File: src/rtl/tt_sweep_ctrl.sv
// ---------------------------------------------------------------------------
// tt_sweep_ctrl
//
// Purpose:
//   Exhaustively characterises one N_IN-input, 1-output gate netlist. Every
//   input vector is driven in ascending order. Each vector is held for SETTLE
//   cycles and then for one SAMPLE cycle, in which the gate output is captured
//   into the truth table. The finished table is compared against an expected
//   table that was latched when the sweep started. While a sweep is running,
//   this block owns the gate's input pins.
//
// Parameters:
//   N_IN    gate input count (1..6); TT_W = 2**N_IN truth-table bits
//   SETTLE  settle cycles per vector before sampling (0..255)
//
// Ports:
//   clk       clock, all state changes on the rising edge
//   rst_n     asynchronous active-low reset
//   start     sweep request, only honoured in IDLE
//   abort     cancels an in-progress sweep; beats start in IDLE
//   exp_tt    expected truth table, latched when start is accepted
//   gate_in   vector driven to the gate input pins
//   gate_out  gate output pin (synchronous to clk)
//   busy      high while a sweep is in progress
//   done      one-cycle completion pulse
//   pass      result of the last completed sweep (tt_out == latched exp_tt)
//   tt_out    captured table, bit i = gate output while gate_in == i
//
// Optional feature (macro TT_SWEEP_MISMATCH_LOG_EN):
//   mism_valid  set at the first sampled bit that differs from the expectation
//   mism_idx    vector index of that first differing bit
//   When the macro is not defined, these ports and their logic are absent.
// ---------------------------------------------------------------------------
module tt_sweep_ctrl #(
    parameter  int N_IN   = 4,
    parameter  int SETTLE = 2,
    localparam int TT_W   = 1 << N_IN
) (
    input  logic            clk,
    input  logic            rst_n,
    input  logic            start,
    input  logic            abort,
    input  logic [TT_W-1:0] exp_tt,
    output logic [N_IN-1:0] gate_in,
    input  logic            gate_out,
    output logic            busy,
    output logic            done,
    output logic            pass,
    output logic [TT_W-1:0] tt_out
`ifdef TT_SWEEP_MISMATCH_LOG_EN
    ,
    output logic            mism_valid,
    output logic [N_IN-1:0] mism_idx
`endif
);

    // State encoding
    localparam logic [1:0] ST_IDLE   = 2'd0;
    localparam logic [1:0] ST_SETTLE = 2'd1;
    localparam logic [1:0] ST_SAMPLE = 2'd2;
    localparam logic [1:0] ST_DONE   = 2'd3;

    // The index is one bit wider than a vector. This lets it hold TT_W-1 plus
    // headroom. The last vector is found by comparison, never by wrap-around.
    localparam logic [N_IN:0] LAST_IDX   = (N_IN + 1)'(TT_W - 1);
    localparam logic [7:0]    SETTLE_CNT = 8'(SETTLE);

    // With SETTLE == 0 each vector is sampled directly, with no settle phase.
    localparam logic [1:0]    ST_FIRST   = (SETTLE == 0) ? ST_SAMPLE : ST_SETTLE;

    logic [1:0]      r_state;
    logic [N_IN:0]   r_idx;
    logic [7:0]      r_cnt;
    logic [TT_W-1:0] r_exp;
    logic [TT_W-1:0] r_tt;
    logic [N_IN-1:0] r_gate_in;
    logic            r_busy;
    logic            r_done;
    logic            r_pass;

    logic            w_accept;
    logic            w_sample_en;
    logic            w_abort_run;
    logic            w_last;
    logic [N_IN:0]   w_idx_next;
    logic [N_IN-1:0] w_idx_lo;

    // Abort beats start in IDLE. A sample taken in the same cycle as an abort
    // is thrown away, so the sample enable is also qualified by abort.
    assign w_accept    = (r_state == ST_IDLE) && start && !abort;
    assign w_abort_run = (r_state != ST_IDLE) && abort;
    assign w_sample_en = (r_state == ST_SAMPLE) && !abort;
    assign w_last      = (r_idx == LAST_IDX);
    assign w_idx_next  = r_idx + 1'b1;
    assign w_idx_lo    = r_idx[N_IN-1:0];

    // Main sequencer.
    // - done defaults low every cycle, so it can only be a one-cycle pulse.
    // - gate_in is registered next to the index, so the gate pins change on
    //   the same edge as the index.
    // - pass is written only in DONE. It therefore keeps its old value across
    //   an abort and until the next sweep completes.
    always_ff @(posedge clk or negedge rst_n) begin
        if (!rst_n) begin
            r_state   <= ST_IDLE;
            r_idx     <= '0;
            r_cnt     <= '0;
            r_exp     <= '0;
            r_tt      <= '0;
            r_gate_in <= '0;
            r_busy    <= 1'b0;
            r_done    <= 1'b0;
            r_pass    <= 1'b0;
        end else begin
            r_done <= 1'b0;

            if (w_abort_run) begin
                // tt_out keeps its partial contents until the next start.
                r_state   <= ST_IDLE;
                r_idx     <= '0;
                r_cnt     <= '0;
                r_gate_in <= '0;
                r_busy    <= 1'b0;
            end else begin
                case (r_state)
                    ST_IDLE: begin
                        if (w_accept) begin
                            r_exp     <= exp_tt;
                            r_tt      <= '0;
                            r_idx     <= '0;
                            r_gate_in <= '0;
                            r_cnt     <= SETTLE_CNT;
                            r_busy    <= 1'b1;
                            r_state   <= ST_FIRST;
                        end
                    end

                    ST_SETTLE: begin
                        // The counter is loaded with SETTLE. The count of 1 is
                        // the last settle cycle, so exactly SETTLE cycles are
                        // spent here.
                        r_cnt <= r_cnt - 8'd1;
                        if (r_cnt <= 8'd1) begin
                            r_state <= ST_SAMPLE;
                        end
                    end

                    ST_SAMPLE: begin
                        if (w_sample_en) begin
                            r_tt[w_idx_lo] <= gate_out;
                        end
                        if (w_last) begin
                            r_state <= ST_DONE;
                        end else begin
                            r_idx     <= w_idx_next;
                            r_gate_in <= w_idx_next[N_IN-1:0];
                            r_cnt     <= SETTLE_CNT;
                            r_state   <= ST_FIRST;
                        end
                    end

                    ST_DONE: begin
                        r_done    <= 1'b1;
                        r_busy    <= 1'b0;
                        r_pass    <= (r_tt == r_exp);
                        r_gate_in <= '0;
                        r_idx     <= '0;
                        r_state   <= ST_IDLE;
                    end

                    default: begin
                        r_state <= ST_IDLE;
                    end
                endcase
            end
        end
    end

`ifdef TT_SWEEP_MISMATCH_LOG_EN
    logic            r_mism_valid;
    logic [N_IN-1:0] r_mism_idx;
    logic            w_mism_hit;

    // Compare the live gate output against the latched expectation for the
    // current vector. Only the first mismatch of a sweep is recorded.
    assign w_mism_hit = w_sample_en && (gate_out != r_exp[w_idx_lo]);

    // First-mismatch log. It is cleared when a new sweep is accepted, so after
    // done a clear mism_valid means every sampled bit matched.
    always_ff @(posedge clk or negedge rst_n) begin
        if (!rst_n) begin
            r_mism_valid <= 1'b0;
            r_mism_idx   <= '0;
        end else if (w_accept) begin
            r_mism_valid <= 1'b0;
            r_mism_idx   <= '0;
        end else if (w_mism_hit && !r_mism_valid) begin
            r_mism_valid <= 1'b1;
            r_mism_idx   <= w_idx_lo;
        end
    end

    assign mism_valid = r_mism_valid;
    assign mism_idx   = r_mism_idx;
`endif

    assign gate_in = r_gate_in;
    assign busy    = r_busy;
    assign done    = r_done;
    assign pass    = r_pass;
    assign tt_out  = r_tt;

endmodule

File: config.mk
export PLATFORM = sky130hd
export DESIGN_NAME = tt_sweep_ctrl
export DESIGN_NICKNAME = d
export VERILOG_FILES = /design/src/rtl/tt_sweep_ctrl.sv
export SDC_FILE = /design/constraint.sdc
export NUM_CORES = 1
export LEC_CHECK = 0
export CAP_MARGIN = 10
export CORE_ASPECT_RATIO = 0.8
export CORE_UTILIZATION = 30
export CTS_CLUSTER_DIAMETER = 100
export DETAILED_ROUTE_END_ITERATION = 10
export PLACE_DENSITY = 0.47
export SYNTH_ARGS = -nofsm -noshare
export SYNTH_HDL_FRONTEND = slang
export SYNTH_SLANG_ARGS = --single-unit
File: constraint.sdc
create_clock -name clk -period 6.4 [get_ports clk]
set_input_delay 1.28 -clock clk [delete_from_list [all_inputs] [get_ports clk]]
set_output_delay 1.28 -clock clk [all_outputs]
set_load 0.05 [all_outputs]
# Word level (Yosys, flattened, before mapping)
# Index checks and enable logic that the tools add are counted.
[word_totals] register_bits=54 input_bits=21 output_inout_bits=23
[classes] n_eq_ne=10 addsub=2 bitwise_logic=1 n_reduce_logical=19 n_mux=28 n_lt_le_gt_ge=3
[op_table] cell="$mux 16" count=2
[op_table] cell="$pmux 16 s2" count=1
[op_table] cell="$mux 8" count=3
[op_table] cell="$pmux 8 s3" count=1
[op_table] cell="$bwmux 16" count=1
[op_table] cell="$eq 16x16->1" count=1
[op_table] cell="$mux 5" count=3
[op_table] cell="$pmux 5 s3" count=1
[op_table] cell="$mux 4" count=3
[op_table] cell="$pmux 4 s3" count=1
[op_table] cell="$ne 3x3->1 const B" count=3
[op_table] cell="$reduce_and 3->1" count=3
[op_table] cell="$le 8x1->1 const B" count=1
[op_table] cell="$mux 2" count=4
[op_table] cell="$pmux 2 s4" count=1
[op_table] cell="$reduce_bool 4->1" count=2
[op_table] cell="$sub 8x1->8 const B" count=1
[op_table] cell="$reduce_and 2->1" count=3
[op_table] cell="$add 5x1->5 const B" count=1
[op_table] cell="$eq 5x4->1 const B" count=1
[op_table] cell="$logic_and 1x1->1" count=5
[op_table] cell="$lt 4x5->1 const B" count=1
[op_table] cell="$mux 1" count=5
[op_table] cell="$demux 1 s4" count=1
[op_table] cell="11 further kinds" count=14

# Depth between registers and ports, before layout
[depth] word_depth=7 ltp_mapped=9 mapped_depth_nobuf=7

# Worst setup path before layout
# OpenSTA, ideal clock, no wires.
[synth_timing] kind="input-to-reg" start="input start" end="register r_tt[12], in the netlist tt_out[12]" setup_slack_ns=4.011 stages=7 required_time_ns=6.276 n_path_buf=3 arrival_time_ns=2.265 setup_time_ns=0.124 cell_sequence="buf_2 > mux2i_1 > or2_1 > buf_2 > buf_4 > a21oi_1 > o21ai_1"
[synth_via] elab_chain_cells=4
[synth_lines] element="from (decl)" line_no="41" text="input logic start,"
[synth_lines] element="$logic_and 1x1->1 (2 in series)" line_no="90" text="assign w_accept = (r_state == ST_IDLE) && start && !abort;"
[synth_lines] element="$ne 2x2->1 (no source line)"
[synth_lines] element="$reduce_and 4->1 (no source line)"
[synth_lines] element="to (signal, indexed assignment)" line_no="150" text="r_tt[w_idx_lo] <= gate_out;"
[synth_lines] element="to (decl)" line_no="75" text="logic [TT_W-1:0] r_tt;"
# Every way passes these cells.
# A chain may end at the register's enable or synchronous reset.

==> summary.md <==
| Metric | Value |
|---|---|
| # resized after CTS | 0 |
| Die width | 110.9 µm |
| Syn-to-layout area delta | 21.53% |
| Post-CTS Setup Inserts | 0 |
| Worst Path Class, Setup | flop to output pin |
| GR Overflow Total | 0 |
| Nets | 351 |
| Floorplan core area | 0.009115 mm² |
| Avg Vias per Cell | 5.011 |
| Netlist cell types | 42 |
| Max-cap viol count | 0 |
| TNS Setup | 0 ps |
| Post-synthesis adder-cell area fraction | 0.04833 |
| CTS max path bufs | 2 |
| Buf+Inv Stages, Crit Path | 1 |
| Hold-fix buffers at CTS | 0 |
| Fraction of layout cells with a size suffix above 1 | 0.06250 |
| FMAX | 331.0 MHz |
| IO buf count | 43 |
| Multiplexer share of the synthesized area | 0.09271 |
| Pin count of the biggest net entering global routing | 51 |
| First drt pass iteration count | 6 |
| Htree depth | 2 |
| Final setup viols | 0 |
| #FFs+latches synth | 50 |
| Routed wire per std cell | 15.75 µm |
| Outcome | finished, final reports clean |
| Worst slew pin tran | 1157 ps |
| Pwr per Cell Area | 362.9 mW/mm² |
| CP max stage cell | clkdlybuf4s50_1 |
| Synthesized area | 0.002848 mm² |
| CP max stage delay | 890 ps |
| Count leader, synth | dfrtp_1 |
| Compound-Gate Fraction of Synth Area | 0.1626 |
| # IOs | 44 |
| Worst min-delay path class | flop to flop |
| Diode count | 0 |
| Critical-path cell list | clkdlybuf4s50_1 |
| TritonCTS Buffers | 5 |
| Post-Synth Simple-Gate Area | 0.1533 |
| CTS tree | done |
| GRT Util Overall | 0.1479 |
| Synth cell count leaders | dfrtp_1, nand2_1, a21oi_1 |
| DR DRC count | 0 |
| Initial antenna violation count | 0 |
| Endpoint type of the worst setup path | output pin |
| Final worst-path cycle share | 0.4721 |
| Rel. slew slack | 0.2289 |
| Clock Latency Late Sink | 290 ps |
| DRT iter0 DRCs | 109 |
| Initial Utilization | 0.3124 |
| Global-route wire length before repair | 11440 µm |
| Clock Sinks | 50 |
| HPWL Detailed | 4851 µm |
| Clk root buf | clkbuf_16 |
| Largest family of logic cells by synthesized area | compound AO/OA/AOI/OAI gates |
| Via Count | 2180 |
| Avg Cell Area, Syn | 9.888 µm² |
| Delay-heaviest family, CP | buffers and inverters |
| VDD IR max | 0.0002184 V |
| Yosys warnings | 0 |
| Post-synth top area cell | dfrtp_1 |
| Area fraction of the dominant cell type after synthesis | 0.4394 |
| Worst-path clk slew | 70 ps |
| CP Data Required Time | 5120 ps |
| Ys flop type | dfrtp_1 |
| Synth Instances | 288 |
| Min Clock Period, post-route | 3021 ps |
| Overall die height | 89.15 µm |
| Placed inst area | 0.003318 mm² |
| Num rows | 31 |
| Final max-slew violation count | 0 |
| PnR Total Power | 1.256 mW |
| Synth area leaders | dfrtp_1, mux2_1, a21oi_1, xnor2_1, nand2_1 |
| Leak | 1.413 nW |
| Post-synth EDFFs | 0 |
| Vias in the first global route | 2184 |
| Sequential area share after synthesis | 0.4394 |
| Unrepaired setup endpoints after global routing | false |
| Layout Skew | 8.288 ps |
| Post-synthesis async set-or-reset flop share | 1.000 |
| Crit start category | flop |
| GPL Wtd Cong | 0.7287 |
| Post-synthesis net count | 320 |
| Post-route ant nets | 0 |
| Total Die Area | 0.009889 mm² |
| Total wire length | 6852 µm |
| Crit-path max FO | 12 |
| Final Instance Area | 0.003461 mm² |
| XOR/XNOR share of the synthesized area | 0.04921 |
| Final Hold Fails | 0 |
| Crit path DAT | 1740 ps |
## metal layers
layer,global-route usage,vias to the layer above,routed length [µm]
met5,0,-,0
met4,0.03636,0,48
met3,0.02780,2,197
met2,0.2196,32,2793
met1,0.2210,1070,3812
li1,-,1076,-
## placed cells by master, fill, tap and decap left out, drive strengths merged, types with 3 or more instances in the layout
cell type	netlist	final
clkdlybuf4s50	0	42
o211ai	3	3
nand3	8	8
mux2i	5	5
nand2	37	37
nor2	5	5
a22oi	4	4
xnor2	16	16
a31oi	4	4
o31ai	3	3
nand3b	3	3
nand2b	3	3
o21ai	18	18
clkbuf	7	6
inv	13	13
ha	11	11
mux2	19	19
nand4	11	11
a21oi	31	31
or3	4	4
dfrtp	50	50
nor2b	3	3
## report_power, final
part	leakage, nW	total, mW	switching, mW	internal [mW]
sequential	0.654	0.485	0.0812	0.404
clock	0.0708	0.260	0.115	0.145
combinational	0.688	0.511	0.298	0.213
## path summary, 6_finish.rpt
| kind | cells after the start | from | slack (ps) | endpoint |
|---|---|---|---|---|
| max | 1 | r_idx[2]$_DFFE_PN0P_ | 3380 | gate_in[2] |
| min | 1 | pass$_DFFE_PN0P_ | 490 | pass$_DFFE_PN0P_ |
| max reg2reg | 6 | r_state[0]$_DFFE_PN0P_ | 3600 | r_cnt[2]$_DFFE_PN0P_ |
| min reg2reg | 1 | pass$_DFFE_PN0P_ | 490 | pass$_DFFE_PN0P_ |
| max in group asynchronous | 2 | rst_n | 4860 | tt_out[15]$_DFFE_PN0P_ |
| min in group asynchronous | 2 | rst_n | 1100 | r_exp[7]$_DFFE_PN0P_ |
## registers in the layout (all words and copies together) (netlist names)
| name | cells |
|---|---|
| done | 1 |
| busy | 1 |
| r_cnt | 8 |
| tt_out | 16 |
| r_exp | 16 |
| r_state | 2 |
| r_idx | 5 |
| pass | 1 |
## layout make-up
class / count / area, µm²
Timing Repair Buffer: 44 / 432.9
Sequential cell: 50 / 1251
Inverter: 13 / 48.80
Multi-Input combinational cell: 205 / 1441
Fill cell: 921 / 5654
Clock inverter: 2 / 13.76
Clock buffer: 6 / 128.9
Tap cell: 115 / 143.9
## logic make-up after synthesis
logic type,after synthesis
simple gates,83
buf+inv,33
xor+xnor,16
fa+ha+maj,11
compound gates,71
flops,50
mux,24
## stage by stage
| stage | setup WS, ps | hold WS (ps) | utilization | cells |
|---|---|---|---|---|
| 3_5_place_dp | 3177 | 480.2 | 0.3640 | 427 |
| 4_1_cts | 3376 | 497.6 | 0.3797 | 435 |
| 5_1_grt | 3263 | 525.8 | 0.3797 | 435 |
| 2_1_floorplan | 4011 | 455.6 | - | 288 |
| 6_report | 3379 | 493.9 | 0.3797 | 435 |
| 3_3_place_gp | 3213 | 469.8 | 0.3640 | 427 |
No activity file was read; power rests on OpenSTA's default activity.
==> variant 1 (same flow settings) <==
Compare `r_idx` against `LAST_IDX` with >= in place of ==.
--- a/src/rtl/tt_sweep_ctrl.sv
+++ b/src/rtl/tt_sweep_ctrl.sv
@@ -91,5 +91,5 @@
     assign w_abort_run = (r_state != ST_IDLE) && abort;
     assign w_sample_en = (r_state == ST_SAMPLE) && !abort;
-    assign w_last      = (r_idx == LAST_IDX);
+    assign w_last      = (r_idx >= LAST_IDX);
     assign w_idx_next  = r_idx + 1'b1;
     assign w_idx_lo    = r_idx[N_IN-1:0];
Formal check against the unedited RTL: no difference found for any inputs over 10 cycles, from zero or initial values and one cycle with rst_n low; that may be too few to reach the edited logic, so the function may still have changed.
==> variant 1 against the unedited design <==
Final area shrank 0.36%. Synthesized area shrank 3.0%. Maximum frequency shrank 5.3%. Routed wire length decreased by 6.6%. Worst setup slack got worse by 0.17 ns. First-iteration DRC count grew 19%. Power grew 7.4%. Sequential cell count unchanged. Largest cell class unchanged.
==> variant 1: results (changes against the unedited design) <==
metric;value;unit;change
synth_compound_area_share;14.95;%;-1.3 points
drive_gt1_share;14.09;%;+7.8 points
met3_length;239;um;+21%
cts_hold_buf;0;;unchanged
cts_setup_buffers;0;;unchanged
critPathMaxFanout;23;;+11
wl_met2;2575;um;-7.8%
stdcell_count;410;;-5.7%
dpl.hpwl;4436;um;-8.5%
grt_usage;14.48;%;-0.32 points
drt-initial-drc-count;130;;+19%
cp.arrival;3.41;ns;+1.67 ns
dr.pass1.iters;4;;-2
yosys-top-cells-area;dfrtp_1 45%, mux2_2 11%, xnor2_1 5.1%;;
r2r_slack;3.38;ns;-0.22 ns
grt_use_met2;20.30;%;-1.7 points
use_met3;2.827;%;+0.048 points
synthMuxAreaShare;11.33;%;+2.1 points
synth_cell_types;40;;-4.8%
status;finished, final reports clean;;
p_leak;1.472;nW;+4.2%
synth_xor_area_share;5.075;%;+0.15 points
rr_worst_depth;7;;+1
timing.rr.end;tt_out[15]$_DFFE_PN0P_;;
synth.net_count;293;;-8.4%
yosysSeqAreaShare;45.31;%;+1.4 points
place_congestion;0.7133;;-2.1%
syn-instance-count;261;;-9.4%
syn-cell-area;2761;um2;-3.0%
grt_pass1_wl;10600;um;-7.4%
yosys.area_share.adder;4.984;%;+0.15 points
met1_usage;22.86;%;+0.76 points
dr_total_vias;2064;;-5.3%
hp-start;busy$_DFFE_PN0P_;;
synthTopCellsByCount;50 x dfrtp_1, 26 x mux2_2, 23 x nand2_1;;
nFillCells;898;;-2.5%
max_slew_margin;37.44;%;+15 points
whs_path_depth;2;;+1
clock_skew;0.006916;ns;-0.001372 ns
-- variant 1: cell count changes in the layout (fill, tap and decap cells not counted), moves of 17 or more --
cell	change
a21oi_1	-19
o21ai_1	-17
mux2_2	+26
mux2_1	-19
-- variant 1: worst max path at each step --
stage	from	endpoint	slack (ns)
floorplan	abort	r_cnt[7]$_DFFE_PN0P_	3.95
global placement	start	tt_out[8]$_DFFE_PN0P_	2.97
detailed placement	start	tt_out[15]$_DFFE_PN0P_	2.94
CTS	start	tt_out[0]$_DFFE_PN0P_	3.24
global route	start	tt_out[7]$_DFFE_PN0P_	3.13
finish	start	tt_out[15]$_DFFE_PN0P_	3.21
-- variant 1: cell type report --
cell class	instances	area (um2)	area share [%]
multi-input cells	186	1393	40.38
flip-flops and latches	50	1251	36.28
repair buffers	44	432.9	12.55
well taps	112	140.1	4.064
clock buffers	5	125.1	3.628
clock inverters	3	68.82	1.996
inverters	10	37.54	1.089
-- variant 1: per-stage QoR --
| stage | setup WS (ns) | instance area, um2 |
|---|---|---|
| 2_1_floorplan | 3.947 | 2761 |
| 3_3_place_gp | 2.966 | 3254 |
| 3_5_place_dp | 2.938 | 3254 |
| 4_1_cts | 3.241 | 3448 |
| 5_1_grt | 3.129 | 3448 |
| 6_report | 3.209 | 3448 |
-- variant 1: report_power, final --
part           total (W)  switching [W]  internal [W]  leakage (nW)
logic           0.000520       0.000293      0.000226         0.723
registers       0.000483      0.0000765      0.000407         0.654
clock network   0.000345       0.000121      0.000225        0.0940
total            0.00135       0.000490      0.000858          1.47
-- variant 1: worst max-delay path, cell delays in order --
cell             delay [ns]
clkdlybuf4s50_1        0.60
mux2_2                 0.21
nand2_2                0.27
nor2_1                 0.66
mux2_2                 0.28
a22o_1                 0.11
==> variant 2 (config.mk and constraints unchanged) <==
Without the edit above. The parameter `N_IN` goes from 4 to 5.
--- a/src/rtl/tt_sweep_ctrl.sv
+++ b/src/rtl/tt_sweep_ctrl.sv
@@ -33,5 +33,5 @@
 // ---------------------------------------------------------------------------
 module tt_sweep_ctrl #(
-    parameter  int N_IN   = 4,
+    parameter  int N_IN   = 5,
     parameter  int SETTLE = 2,
     localparam int TT_W   = 1 << N_IN
Interface: changed (resized exp_tt, gate_in and tt_out); port bits go from 44 to 77. The function was not compared with the original's and may differ.
==> variant 2 against the unedited design <==
Combinational power grew 44%. Synthesized area rose by 56%. Sequential share of layout area grew 0.89 points. Register-to-register slack barely moved. Worst setup slack got worse by 0.39 ns. Largest power group is now registers. Maximum frequency is 11% lower. Routed wire length increased by 68%. Cell count up 50%. Sequential cell count increased by 33. Largest cell class unchanged. Count of clock-buffer cells in the layout is 7 higher. Power is 64% higher. Via count rose by 49%. Final area grew 62%.
==> variant 2: results (changes against the unedited design) <==
metric;value;unit;change
synth_xor_area_share;6.310;%;+1.4 points
dp_cells;637;;+49%
status;finished, final reports clean;;
synth.net_count;448;;+40%
netSwitchingFraction;37.36;%;-2.0 points
clkLatencyLatePin;0.35;ns;+0.06 ns
dpl.hpwl;8040;um;+66%
hp-start;r_cnt[7]$_DFFE_PN0P_;;
syn-instance-count;401;;+39%
use_met3;4.881;%;+2.1 points
wl_met1;5944;um;+56%
place_area;5300;um2;+60%
syn_to_final_growth;26.23;%;
clock_power;0.000542;W;+110%
synthTopCellsByCount;83 x dfrtp_1, 42 x nand2_1, 34 x a22o_1;;
place_congestion;0.7335;;+0.66%
buffers;79;;+80%
timing.rr.end;r_idx[5]$_DFFE_PN0P_;;
buf_share;13.93;%;+1.4 points
clock_area_share;5.468;%;+1.3 points
grt_pass1_wl;18660;um;+63%
dr.pass1.iters;4;;-2
grt_use_met2;22.77;%;+0.80 points
met3_length;582;um;+200%
hold_end;r_cnt[7]$_DFFE_PN0P_;;
slowest_stage;nand3b_1;;
holdWs;0.5032;ns;+0.009339 ns
## variant 2: changes by cell type after synthesis, moves of 10 or more
cell / unedited run / this run
a21oi_1: 29 / 6
a22o_1: 1 / 34
dfrtp_1: 50 / 83
mux2_1: 19 / 32
mux2_2: 0 / 29
nor2_1: 5 / 15
xor2_1: 0 / 20
## variant 2: worst max path at each step
stage | from | to | slack [ns] | depth (start not counted)
2_1_floorplan | start | tt_out[20]$_DFFE_PN0P_ | 3.94 | 7
3_3_place_gp | abort | r_idx[5]$_DFFE_PN0P_ | 2.64 | 6
3_5_place_dp | abort | r_idx[5]$_DFFE_PN0P_ | 2.59 | 6
4_1_cts | abort | r_idx[5]$_DFFE_PN0P_ | 2.95 | 6
5_1_grt | abort | r_cnt[6]$_DFFE_PN0P_ | 2.74 | 6
6_report | abort | r_idx[5]$_DFFE_PN0P_ | 2.99 | 6
